===== src/rtl/uart_pkg.sv =====
// Shared definitions for the parametrised UART: parity encodings, the TX/RX
// state type and the oversampling divider calculation.
package uart_pkg;

    localparam int unsigned PAR_NONE = 0;
    localparam int unsigned PAR_EVEN = 1;
    localparam int unsigned PAR_ODD  = 2;

    typedef enum logic [2:0] {
        IDLE,
        START,
        DATA,
        PAR,
        STOP
    } uartState_t;

    // Clocks per oversampling tick, truncated, never below one.
    function automatic int unsigned calcDiv(
        input int unsigned clkHz,
        input int unsigned baud,
        input int unsigned overSample
    );
        int unsigned d;
        d = clkHz / (baud * overSample);
        return (d < 1) ? 1 : d;
    endfunction

endpackage


===== src/rtl/uart_baud_tick.sv =====
// Free-running divider producing a one-clock oversampling tick shared by the
// transmitter and receiver.
module uart_baud_tick
    import uart_pkg::*;
#(
    parameter int unsigned CLK_HZ     = 50_000_000,
    parameter int unsigned BAUD       = 9600,
    parameter int unsigned OVERSAMPLE = 16
) (
    input  logic clk,
    input  logic rst,
    output logic tick
);

    localparam int unsigned DIV = calcDiv(CLK_HZ, BAUD, OVERSAMPLE);
    localparam int unsigned CW  = (DIV > 1) ? $clog2(DIV) : 1;
    localparam logic [CW-1:0] WRAP = CW'(DIV - 1);

    logic [CW-1:0] divCnt;

    always_ff @(posedge clk or negedge rst) begin
        if (!rst) begin
            divCnt <= '0;
        end else if (divCnt == WRAP) begin
            divCnt <= '0;
        end else begin
            divCnt <= divCnt + CW'(1);
        end
    end

    assign tick = (divCnt == WRAP);

endmodule


===== src/rtl/uart_transceiver_param.sv =====
// Single-clock UART transceiver: configurable data width, parity and stop bits,
// with a runtime loopback path from the transmitter into the receiver.
module uart_transceiver_param
    import uart_pkg::*;
#(
    parameter int unsigned CLK_HZ     = 50_000_000,
    parameter int unsigned BAUD       = 9600,
    parameter int unsigned OVERSAMPLE = 16,
    parameter int unsigned DATA_BITS  = 8,
    parameter int unsigned PARITY     = 0,
    parameter int unsigned STOP_BITS  = 1
) (
    input  logic                 clk,
    input  logic                 rst,
    input  logic [DATA_BITS-1:0] tx_data,
    input  logic                 tx_valid,
    output logic                 tx_ready,
    output logic [DATA_BITS-1:0] rx_data,
    output logic                 rx_valid,
    output logic                 rx_parity_err,
    output logic                 rx_frame_err,
    input  logic                 serial_in,
    output logic                 serial_out,
    input  logic                 loopback
);

    localparam int unsigned TW = $clog2(OVERSAMPLE);
    localparam logic [TW-1:0] BIT_END  = TW'(OVERSAMPLE - 1);
    localparam logic [TW-1:0] HALF_END = TW'(OVERSAMPLE / 2 - 1);
    localparam logic [2:0]    LAST_BIT = 3'(DATA_BITS - 1);
    localparam logic ODD       = (PARITY == PAR_ODD);
    localparam logic USE_PAR   = (PARITY != PAR_NONE);
    localparam logic STOP_LAST = (STOP_BITS == 2);

    logic tick;

    uart_baud_tick #(
        .CLK_HZ    (CLK_HZ),
        .BAUD      (BAUD),
        .OVERSAMPLE(OVERSAMPLE)
    ) uBaudTick (
        .clk (clk),
        .rst (rst),
        .tick(tick)
    );

    // ---------------- transmitter ----------------
    uartState_t           txState, txStateNext;
    logic [DATA_BITS-1:0] txShift, txShiftNext;
    logic [TW-1:0]        txTicks, txTicksNext;
    logic [2:0]           txBits, txBitsNext;
    logic                 txStop, txStopNext;
    logic                 txPar, txParNext;
    logic                 txLine, txLineNext;
    logic                 txBitEnd;

    assign txBitEnd = tick && (txTicks == BIT_END);

    always_ff @(posedge clk or negedge rst) begin
        if (!rst) begin
            txState <= IDLE;
            txShift <= '0;
            txTicks <= '0;
            txBits  <= '0;
            txStop  <= 1'b0;
            txPar   <= 1'b0;
            txLine  <= 1'b1;
        end else begin
            txState <= txStateNext;
            txShift <= txShiftNext;
            txTicks <= txTicksNext;
            txBits  <= txBitsNext;
            txStop  <= txStopNext;
            txPar   <= txParNext;
            txLine  <= txLineNext;
        end
    end

    always_comb begin
        txStateNext = txState;
        txShiftNext = txShift;
        txBitsNext  = txBits;
        txStopNext  = txStop;
        txParNext   = txPar;
        txTicksNext = tick ? txTicks + TW'(1) : txTicks;
        if (txBitEnd) txTicksNext = '0;
        case (txState)
            IDLE: begin
                txTicksNext = '0;
                if (tx_valid) begin
                    txStateNext = START;
                    txShiftNext = tx_data;
                    txParNext   = (^tx_data) ^ ODD;
                end
            end
            START: if (txBitEnd) begin
                txStateNext = DATA;
                txBitsNext  = '0;
            end
            DATA: if (txBitEnd) begin
                txShiftNext = txShift >> 1;
                txBitsNext  = txBits + 3'd1;
                txStopNext  = 1'b0;
                if (txBits == LAST_BIT) begin
                    if (USE_PAR) txStateNext = PAR;
                    else         txStateNext = STOP;
                end
            end
            PAR: if (txBitEnd) begin
                txStateNext = STOP;
                txStopNext  = 1'b0;
            end
            STOP: if (txBitEnd) begin
                if (txStop == STOP_LAST) txStateNext = IDLE;
                else                     txStopNext  = 1'b1;
            end
            default: txStateNext = IDLE;
        endcase
        // Line level decoded from the next state so the pin comes straight off a flop.
        case (txStateNext)
            START:   txLineNext = 1'b0;
            DATA:    txLineNext = txShiftNext[0];
            PAR:     txLineNext = txParNext;
            default: txLineNext = 1'b1;
        endcase
    end

    assign tx_ready   = (txState == IDLE);
    assign serial_out = txLine;

    // ---------------- receiver ----------------
    logic                 lineMux, sync1, sync2;
    uartState_t           rxState, rxStateNext;
    logic [DATA_BITS-1:0] rxShift, rxShiftNext;
    logic [TW-1:0]        rxTicks, rxTicksNext;
    logic [2:0]           rxBits, rxBitsNext;
    logic                 rxParBad, rxParBadNext;
    logic [DATA_BITS-1:0] rxDataNext;
    logic                 rxValidNext, rxParErrNext, rxFrameErrNext;
    logic                 rxBitEnd;

    assign lineMux  = loopback ? serial_out : serial_in;
    assign rxBitEnd = tick && (rxTicks == BIT_END);

    always_ff @(posedge clk or negedge rst) begin
        if (!rst) begin
            sync1         <= 1'b1;
            sync2         <= 1'b1;
            rxState       <= IDLE;
            rxShift       <= '0;
            rxTicks       <= '0;
            rxBits        <= '0;
            rxParBad      <= 1'b0;
            rx_data       <= '0;
            rx_valid      <= 1'b0;
            rx_parity_err <= 1'b0;
            rx_frame_err  <= 1'b0;
        end else begin
            sync1         <= lineMux;
            sync2         <= sync1;
            rxState       <= rxStateNext;
            rxShift       <= rxShiftNext;
            rxTicks       <= rxTicksNext;
            rxBits        <= rxBitsNext;
            rxParBad      <= rxParBadNext;
            rx_data       <= rxDataNext;
            rx_valid      <= rxValidNext;
            rx_parity_err <= rxParErrNext;
            rx_frame_err  <= rxFrameErrNext;
        end
    end

    always_comb begin
        rxStateNext    = rxState;
        rxShiftNext    = rxShift;
        rxBitsNext     = rxBits;
        rxParBadNext   = rxParBad;
        rxDataNext     = rx_data;
        rxValidNext    = 1'b0;
        rxParErrNext   = rx_parity_err;
        rxFrameErrNext = rx_frame_err;
        rxTicksNext    = tick ? rxTicks + TW'(1) : rxTicks;
        if (rxBitEnd) rxTicksNext = '0;
        case (rxState)
            IDLE: begin
                rxTicksNext = '0;
                if (!sync2) rxStateNext = START;
            end
            // Half-bit sample of the start bit puts every later sample mid-bit.
            START: if (tick && (rxTicks == HALF_END)) begin
                rxTicksNext = '0;
                rxBitsNext  = '0;
                if (sync2) rxStateNext = IDLE;
                else       rxStateNext = DATA;
            end
            DATA: if (rxBitEnd) begin
                rxShiftNext  = {sync2, rxShift[DATA_BITS-1:1]};
                rxBitsNext   = rxBits + 3'd1;
                rxParBadNext = 1'b0;
                if (rxBits == LAST_BIT) begin
                    if (USE_PAR) rxStateNext = PAR;
                    else         rxStateNext = STOP;
                end
            end
            PAR: if (rxBitEnd) begin
                rxParBadNext = sync2 ^ (^rxShift) ^ ODD;
                rxStateNext  = STOP;
            end
            STOP: if (rxBitEnd) begin
                rxDataNext     = rxShift;
                rxParErrNext   = rxParBad;
                rxFrameErrNext = ~sync2;
                rxValidNext    = 1'b1;
                rxStateNext    = IDLE;
            end
            default: rxStateNext = IDLE;
        endcase
    end

endmodule


===== config.mk =====
export PLATFORM = sky130hd
export DESIGN_NAME = uart_transceiver_param
export DESIGN_NICKNAME = d
export VERILOG_FILES = /design/src/rtl/uart_pkg.sv /design/src/rtl/uart_baud_tick.sv /design/src/rtl/uart_transceiver_param.sv
export SDC_FILE = /design/constraint.sdc
export NUM_CORES = 1
export LEC_CHECK = 0
export BUFFER_PORTS_ARGS = -buffer_cell sky130_fd_sc_hd__buf_4
export CORE_MARGIN = 1.5
export CORE_UTILIZATION = 51
export CTS_BUF_LIST = sky130_fd_sc_hd__clkbuf_8
export DETAILED_ROUTE_END_ITERATION = 6
export GPL_ROUTABILITY_DRIVEN = 0
export PLACE_DENSITY = 0.74
export REMOVE_ABC_BUFFERS = 1
export SYNTH_ARGS = -nofsm -noshare
export SYNTH_HDL_FRONTEND = slang
export SYNTH_SLANG_ARGS = --single-unit
export TNS_END_PERCENT = 100

===== constraint.sdc =====
create_clock -name clk -period 1.95 [get_ports clk]
set_input_delay 0.39 -clock clk [delete_from_list [all_inputs] [get_ports clk]]
set_output_delay 0.39 -clock clk [all_outputs]
set_load 0.01 [all_outputs]

==> run metrics, run 1 <==
delay-heaviest family, CP simple AND/OR/NAND/NOR gates; Post-synth EDFFs 0; CTS tree done; top cells by area, synth dfrtp_1, mux2_4, xnor2_1; Layout area overhead 19.0%; DRC 0; synth warn 0; chip width 80.4 µm; f_max 0.510 GHz; Max Cap Viol 0; kind of critical path reg -> reg; Final #Nets 320; CP max stage delay around 420 ps; final wirelength 5560 µm; ant diodes 0; status complete, but fails checks; CP max FO 5; CTS buffer count 9; ys async rst share 100%; P per Cell Area between 700 and 800 mW/mm²; Max-slew headroom 64.5%; via/cell ratio 5.45; path depth of the worst reg2reg path 6; wire length of the first global-routing pass 9240 µm; antenna viol nets, final 0; Worst-path clk slew 70 ps; # rows 28; Die ar. 0.00646 mm²; via count 2065; hold depth 3; worst skew pair latency 350 ps; period utilisation layout 101%; final setup violation count 1; crit path time final just under 2000 ps; Buf/Inv on CP 0; RSZ-0062 raised after global routing yes; hold path startpoint tx_data[7]; Core Footprint 0.00585 mm²; fin worst setup slack -11.7 ps; clk_skew 10.6 ps; r2r endpoint serial_out$_DFF_PN1_; CP Launch Type flip-flop; initial antenna violation count 0; Initial Utilization 52.2%; IO Port Bufs 25; Finished Core Util 62.1%; critical path capture point type flip-flop; top-area cell type share of the netlist area 47.5%; layout cells sized above 1 30.3%; Post-Synthesis Cell Area 0.00305 mm²; CP arrival 2210 ps; failing checks setup timing; cells after synthesis 261; largest net degree at the start of global routing a little over 40; CTS root buf clkbuf_8; CP max-delay cell dfrtp_1; RR Startpoint txTicks[0]$_DFFE_PN0P_; Longest Clk Path Bufs 2; LEAKAGE ~1.8 nW; most area-hungry cell type in the Yosys netlist dfrtp_1; synthesized flop and latch total 61; final hold violation count 0; 1st-pass router iterations 4; Max VDD drop 0.000801 V; Avg WL per Cell about 15 µm; IO Pins 26; Tot GR Track Use 19.1%; vias in the first global route between 2000 and 2500; Synth cell types 47; grt total ovfl 0; DP HPWL 3780 µm; Seq/Total Area, Yosys 50.1%; Worst Path Required 2200 ps; Die H 80.4 µm; H-tree lvl count 3; cells along the critical path ha_1, and3_2, and3_1, nor3b_1, o31a_1, o2111ai_1; CTS Sinks between 60 and 70; syn_area_per_cell 11.7 µm²; initial DRC count 83; Hold Path Sink txShift[7]$_DFFE_PN0P_; top_reg_cell synth dfrtp_1; reg2reg setup slack -10 ps; type of the most critical hold path in -> reg; hold slack 268 ps; Slew @ Worst Pin 533 ps; max-slew violations 0
[worst max-delay path by stage]
stage,start,endpoint,slack (ps),depth (start not counted)
after floorplan,uBaudTick.divCnt[0]$_DFF_PN0_,rxShift[0]$_DFFE_PN0P_,30,7
after global placement,txTicks[0]$_DFFE_PN0P_,serial_out$_DFF_PN1_,80,6
after detailed placement,txTicks[0]$_DFFE_PN0P_,serial_out$_DFF_PN1_,30,6
after CTS,uBaudTick.divCnt[0]$_DFF_PN0_,rx_data[0]$_DFFE_PN0P_,40,6
after global routing,txTicks[0]$_DFFE_PN0P_,serial_out$_DFF_PN1_,-60,6
final,txTicks[0]$_DFFE_PN0P_,serial_out$_DFF_PN1_,-10,6
[tightest hold or removal path: stages]
cell and delay [ps]:
buf_4 90, nand2_1 40, o31ai_1 50
[cells in the mapped netlist (all sizes together) (2+ instances only)]
library cell,instances
and4bb,2
a32oi,2
mux2,21
nand4,2
dfstp,3
a21o,8
or3,3
buf,10
a21oi,8
xor2,7
o21ai,4
xnor2,20
a22o,9
ha,8
inv,5
nand3,13
nor2,21
dfrtp,58
and3,8
nor3,9
o31ai,2
nor3b,2
nand2,19
and2,3
nor2b,2
[per-stage QoR]
| step | std cells | instance area, µm² | setup TNS (ps) | setup slack (ps) | power [mW] |
|---|---|---|---|---|---|
| 2_1_floorplan | 250 | 2980 | 0 | 28.3 | 1.49 |
| 3_3_place_gp | 359 | 3340 | 0 | 81.7 | 1.58 |
| 3_5_place_dp | 359 | 3340 | 0 | 29.1 | 1.58 |
| 4_1_cts | 376 | 3580 | 0 | 43.9 | 2.84 |
| 5_1_grt | 379 | 3630 | -75.8 | -64.6 | 2.93 |
| 6_report | 379 | 3630 | -11.7 | -11.7 | 2.81 |
[placed cells by master (no fill, tap or decap), types with 3 or more instances in the layout]
cell type  instances
nand2_1           19
o21ai_0            4
a21oi_1            8
ha_1               8
a21o_1             8
and3_1             6
mux2_2             5
inv_1              5
nand3_1           10
buf_4             35
mux2_4            16
nor2_1            19
dfstp_2            3
nor3_1             7
clkbuf_8           9
a22o_1             9
dfrtp_1           58
xnor2_1           20
xor2_1             7
[metal layers]
layer	up-vias	part of all wire, %	routed length [µm]	global-route usage [%]
met5	-	0	0	0
li1	1001	-	-	-
met2	34	50	2770	30.3
met3	7	3.7	204	6.25
met1	1023	45	2510	23.9
met4	0	1.2	69	7.93
[logic make-up after synthesis]
family	share of synthesized area (%)
and+or+nand+nor	16.0
DFF	50.1
AOI/OAI and AO/OA	9.83
xor gates and xnor gates	7.74
muxes	10.0
buffers and inverters	2.99
adders and majority gates	3.28
[final cells by class]
type / instances / area, µm²
Clock inverter: 7 / 98.8
Multi-Input combinational cell: 184 / 1460
Inverter: 5 / 18.8
Tap cell: 75 / 93.8
Fill cell: 477 / 2220
Clock buffer: 9 / 124
Timing Repair Buffer: 38 / 304
Sequential cell: 61 / 1530
[sequential cells by signal (all words and copies together), names as in the netlist, 3 cells and up]
name              flops
rxShift               8
rxState               3
uBaudTick.divCnt      9
txTicks               4
rxTicks               4
txBits                3
txState               3
rx_data               8
rxBits                3
txShift               8
[power breakdown]
group	internal [mW]	switching [mW]	leakage, nW	total, mW
clock	0.725	0.524	0.110	1.25
combinational	0.0926	0.0848	0.875	0.177
sequential	1.34	0.0505	0.803	1.39
total	2.15	0.659	1.79	2.81
[what timing repair did]
action	in CTS	in global routing
resized for setup	1	5
hold endpoints to repair	21	0
setup endpoints to repair	1	20
setup buffers	0	3
hold buffers	1	0
(Power assumes the default switching activity.)
==> run 2: changes to the inputs <==
Settings changed: CORE_UTILIZATION 51 to 45, PLACE_DENSITY 0.74 to 0.66.
==> run 2 against run 1 <==
Net effect:
- the run ends with DRC left
- clock power fell by 21%
- cell count rose by 0.53%
- worst hold slack got worse by 160 ps
- critical path depth rose by 2
- power fell by 9.6%
- first-iteration DRC count rose by 13%
==> run metrics, run 2 (synthesis gave the netlist of run 1 again) <==
CTS Sinks 61; kind of critical path reg -> reg; routed length on met1 2690 µm; Max Cap Viol 0; final hold violation count 0; DP HPWL 3700 µm; Largest Register uBaudTick.divCnt; max FFs per register 9; commonest cells after routing, fill and taps aside dfrtp_1, buf_4, xnor2_1; combinational power share under 10%; type of the most critical hold path in -> async; CP max stage delay 390 ps; CP Launch Type flip-flop; P per Cell Area 712 mW/mm²; status complete, but fails checks; worst skew pair latency 340 ps; Max VDD drop 0.000543 V; Slew @ Worst Pin 746 ps; grt total ovfl 0; max-slew violations 0; Sw Share 25.7%; fillers between 500 and 600; Max-slew headroom 50.2%; ant diodes 0; clk_skew ~9.9 ps; layout cells sized above 1 29.9%; Longest Clk Path Bufs 2; area of the multi-input gates 0.00145 mm²; fin worst setup slack 94.8 ps; Non-Filler Instances 381; vias in the first global route 1982; placed instance count 361; WL met2 approximately 2300 µm; Finished Core Util 55.3%; final setup violation count 0; chip width ~85 µm; critical path capture point type flip-flop; initial antenna violation count 0; H-tree lvl count 3; Flop pwr share 54.3%; Worst Path Required ~2200 ps; Layout area overhead 17.0%; cells along the critical path inv_1, ha_1, and4bb_4, and2_4, nand3_4, nor2_4, buf_12, mux2_4; period utilisation layout 95.1%; antenna viol nets, final 0; CP arrival 2080 ps; internal power 1.89 mW; # rows 29; Tot GR Track Use 16.2%; Initial Utilization 47.3%; Top Layer Used met4; Placement Setup Slack 85.7 ps; initial DRC count 94; CTS root buf clkbuf_8; LEAKAGE 1.76 nW; clock share of power 38.8%; WL met3 183 µm; CP max FO 7; via count 2021; Final #Nets 320; Buf/Inv on CP 2; IO Pins 26; Die ar. between 0.007 and 0.008 mm²; Core Footprint 0.00646 mm²; Net Switching approximately 650 µW; CTS tree done; register area around 0.0015 mm²; DRC 2; failing checks DRC; CTS buffer count 9; crit path time final roughly 1900 ps; Worst-path clk slew 70 ps; f_max roughly 0.54 GHz; Post-Route Setup TNS 0 ps; Die H 85.4 µm; final wirelength approximately 5300 µm; delay-heaviest family, CP simple AND/OR/NAND/NOR gates; largest net degree at the start of global routing 62; commonest non-fill, non-tap cell in the layout dfrtp_1; CP max-delay cell dfrtp_1; Avg WL per Cell 14.0 µm; via/cell ratio 5.30; IO Port Bufs 25; CTS Hold Bufs 0; 1st-pass router iterations 6; wire length of the first global-routing pass roughly 9100 µm
-- run 2: cell types whose count changed in the layout (fill, tap and decap cells not counted) --
cell / before / now
bufinv_16: 2 / 0
and3_1: 6 / 7
and3_2: 1 / 0
buf_4: 35 / 36
buf_6: 1 / 0
buf_8: 0 / 1
clkinv_2: 1 / 2
clkinvlp_4: 1 / 2
dlygate4sd3_1: 1 / 0
nor4_1: 0 / 1
nor4_4: 1 / 0
-- run 2: cell type report --
class	instances	area share [%]
timing repair buffer	38	8.54
sequential	61	42.8
clock buffer	9	3.47
tap	77	2.70
clock inverter	7	1.44
multi-input combinational	184	40.5
inverter	5	0.525
-- run 2: what timing repair did --
item,CTS,global route
resized for setup,0,4
buffers inserted,0,4
endpoints found under the setup margin,0,23
-- run 2: path summary, 6_finish.rpt --
check                           slack [ps]                       end  cells after the start                     startpoint
worst min register to register         360           sync2$_DFF_PN1_                      0                sync1$_DFF_PN1_
min in group clk                       270    txShift[7]$_DFFE_PN0P_                      3                     tx_data[7]
worst max-delay path                    90    rxShift[3]$_DFFE_PN0P_                      8  uBaudTick.divCnt[0]$_DFF_PN0_
max in group asynchronous             1350  rx_frame_err$_DFFE_PN0P_                      1                            rst
worst min-delay path                   110      txShift[0]$_DFF_PN0_                      1                            rst
worst max register to register          90    rxShift[3]$_DFFE_PN0P_                      8  uBaudTick.divCnt[0]$_DFF_PN0_
-- run 2: routing by layer --
metal,up-vias,track usage [%]
li1,997,-
met1,979,22.3
met2,38,24.3
met3,7,3.79
met4,0,7.48
met5,-,0
-- run 2: metrics by stage --
stage                     total power, mW  cell area, µm²  hold WS [ps]
after global routing                 2.65            3570           187
after floorplan                      1.49            2980          94.4
after global placement               1.58            3350           346
after detailed placement             1.58            3350           350
final                                2.54            3570           111
after CTS                            2.59            3520           146
-- run 2: power by group through the flow --
stage / sequential [mW] / clock [mW] / combinational (mW)
global placement: 1.41 / 0 / 0.175
floorplan: 1.39 / 0 / 0.101
detailed placement: 1.41 / 0 / 0.178
finish: 1.38 / 0.987 / 0.174
CTS: 1.38 / 1.02 / 0.178
global route: 1.39 / 1.06 / 0.197
==> run 3: changes to the inputs <==
Clock period 1.95 ns to 1.66 ns, I/O delays scaled along.
==> run 3 against run 2 <==
Net effect:
- fmax up 2.3%
- clock power is 61% higher
- routed wire length up 18%
- first-iteration DRC count decreased by 4.3%
- cell count grew 9.7%
- setup slack got worse by 250 ps
- sequential power rose by 18%
- largest cell class unchanged
- clock-buffer cell count unchanged
- sequential share of layout area down 4.7 points
- register-to-register slack got worse by 250 ps
- the flow finishes with violations (DRC, setup timing)
- via count is 8.8% higher
- critical path type unchanged
- core utilization increased by 7.1 points
==> run metrics, run 3 (synthesis gave the netlist of run 1 again) <==
status complete, but fails checks; failing checks DRC, setup timing; layout cells sized above 1 between 40% and 50%; fin worst setup slack -154 ps; Placement Cell Area 0.00359 mm²; Slew @ Worst Pin 493 ps; wire length of the first global-routing pass 10800 µm; LEAKAGE 2.00 nW; crit path time final roughly 1800 ps; ant diodes 0; # rows 29; kind of critical path reg -> reg; combinational power share 6.7%; vias in the first global route roughly 2300; CP arrival approximately 2000 ps; type of the most critical hold path in -> reg; chip width around 85 µm; IO Port Bufs 25; critical path capture point type flip-flop; Largest Register uBaudTick.divCnt; cells along the critical path inv_1, ha_1, and4bb_4, buf_4, nand3_4, or3_4, a32oi_1, nand2_1; CP max FO 5; Initial Utilization 47.3%; Net Switching approximately 760 µW; CTS tree done; Buf/Inv on CP 2; internal power 2.68 mW; Worst Path Required 1880 ps; RSZ-0062 raised after global routing yes; Layout area overhead 31.9%; f_max 0.551 GHz; post-route cell area 0.00403 mm²; Placement Setup Slack -177 ps; Max Cap Viol 0; max FFs per register 9; hold depth 3; Max-slew headroom 67.1%; antenna viol nets, final 0; CP Launch Type flip-flop; final hold violation count 0; CP max stage delay 370 ps; Pwr Total 3.44 mW; Final #Nets 357; r2r endpoint txBits[1]$_DFFE_PN0P_; commonest cells after routing, fill and taps aside buf_4, dfrtp_1, xnor2_1; period utilisation layout 109%; Tot GR Track Use 19.1%; P per Cell Area 855 mW/mm²; final wirelength approximately 6300 µm; commonest non-fill, non-tap cell in the layout buf_4; RR Startpoint uBaudTick.divCnt[0]$_DFF_PN0_; clock share of power 46.1%; fillers 517; via/cell ratio 5.26; path depth of the worst reg2reg path 8; CTS Sinks 61; CTS root buf clkbuf_8; Flop pwr share 47.3%; Longest Clk Path Bufs 2; H-tree lvl count 3; Hold Path Sink txShift[7]$_DFFE_PN0P_; via count 2198; delay-heaviest family, CP simple AND/OR/NAND/NOR gates; Sw Share 22.2%; Core Footprint around 0.0065 mm²; CP max-delay cell dfrtp_1; Worst-path clk slew 70 ps; area of the multi-input gates 0.00152 mm²; clk_skew 13.0 ps; initial DRC count 90; worst skew pair latency 340 ps; max-slew violations 0; initial antenna violation count 0; DP HPWL approximately 4300 µm; Max VDD drop 0.000503 V; Avg WL per Cell between 15 and 20 µm; hold path startpoint tx_data[7]; final setup violation count 38; grt total ovfl 0; DRC 2; CTS buffer count 9; 1st-pass router iterations 7; reg2reg setup slack -150 ps; Die H 85.4 µm; IO Pins 26; register area 0.00153 mm²; largest net degree at the start of global routing 29; Die ar. between 0.007 and 0.008 mm²
## run 3: worst max-delay path by stage
stage | endpoint | depth (start not counted) | start
floorplan | rxShift[0]$_DFFE_PN0P_ | 7 | uBaudTick.divCnt[0]$_DFF_PN0_
global placement | rxShift[5]$_DFFE_PN0P_ | 8 | uBaudTick.divCnt[0]$_DFF_PN0_
detailed placement | rxShift[2]$_DFFE_PN0P_ | 8 | uBaudTick.divCnt[0]$_DFF_PN0_
CTS | rxShift[2]$_DFFE_PN0P_ | 8 | uBaudTick.divCnt[0]$_DFF_PN0_
global route | rxBits[0]$_DFFE_PN0P_ | 10 | uBaudTick.divCnt[0]$_DFF_PN0_
finish | txBits[1]$_DFFE_PN0P_ | 8 | uBaudTick.divCnt[0]$_DFF_PN0_
## run 3: cell type report
class                           count  share of cell area, %
Clock buffer                        9                   3.07
Clock inverter                      7                   2.86
Sequential cell                    61                   38.1
Inverter                            5                  0.466
Multi-Input combinational cell    184                   37.8
Tap cell                           77                   2.39
Timing Repair Buffer               75                   15.3
## run 3: worst reg2reg max path: cells and delay by family (launching register included)
kind / cells / cell delay (ps)
buf+inv: 2 / 180
compound gates: 1 / 190
fa+ha+maj: 1 / 140
simple gates: 4 / 820
flops: 1 / 370
## run 3: per-layer routing
layer | up-vias | share of wire (%) | GRT usage [%]
met5 | - | 0 | 0
met4 | 0 | 1.7 | 7.33
met3 | 14 | 3.7 | 5.45
met2 | 41 | 48 | 30.1
met1 | 1069 | 46 | 25.3
li1 | 1074 | - | -
## run 3: what timing repair did
action,in CTS,in global routing
setup buffers,7,4
hold buffers,1,0
pin swaps,7,4
gates resized for setup,17,7
hold endpoints to repair,26,0
endpoints found under the setup margin,37,45
## run 3: per-stage QoR
| step | hold slack [ps] | util [%] | TNS (ps) | cells |
|---|---|---|---|---|
| 3_5_place_dp | 289 | 55.6 | -3060 | 390 |
| 6_report | 219 | 62.4 | -3420 | 418 |
| 2_1_floorplan | 36.4 | - | -3450 | 250 |
| 4_1_cts | 212 | 61.4 | -3780 | 414 |
| 5_1_grt | 207 | 62.4 | -6750 | 418 |
| 3_3_place_gp | 280 | 55.6 | -1870 | 390 |
## run 3: power groups by stage
stage	clock, mW	combinational [mW]	sequential [mW]
CTS	1.61	0.233	1.63
detailed placement	0	0.229	1.65
finish	1.59	0.229	1.63
global route	1.69	0.260	1.64
floorplan	0	0.119	1.64
global placement	0	0.222	1.65
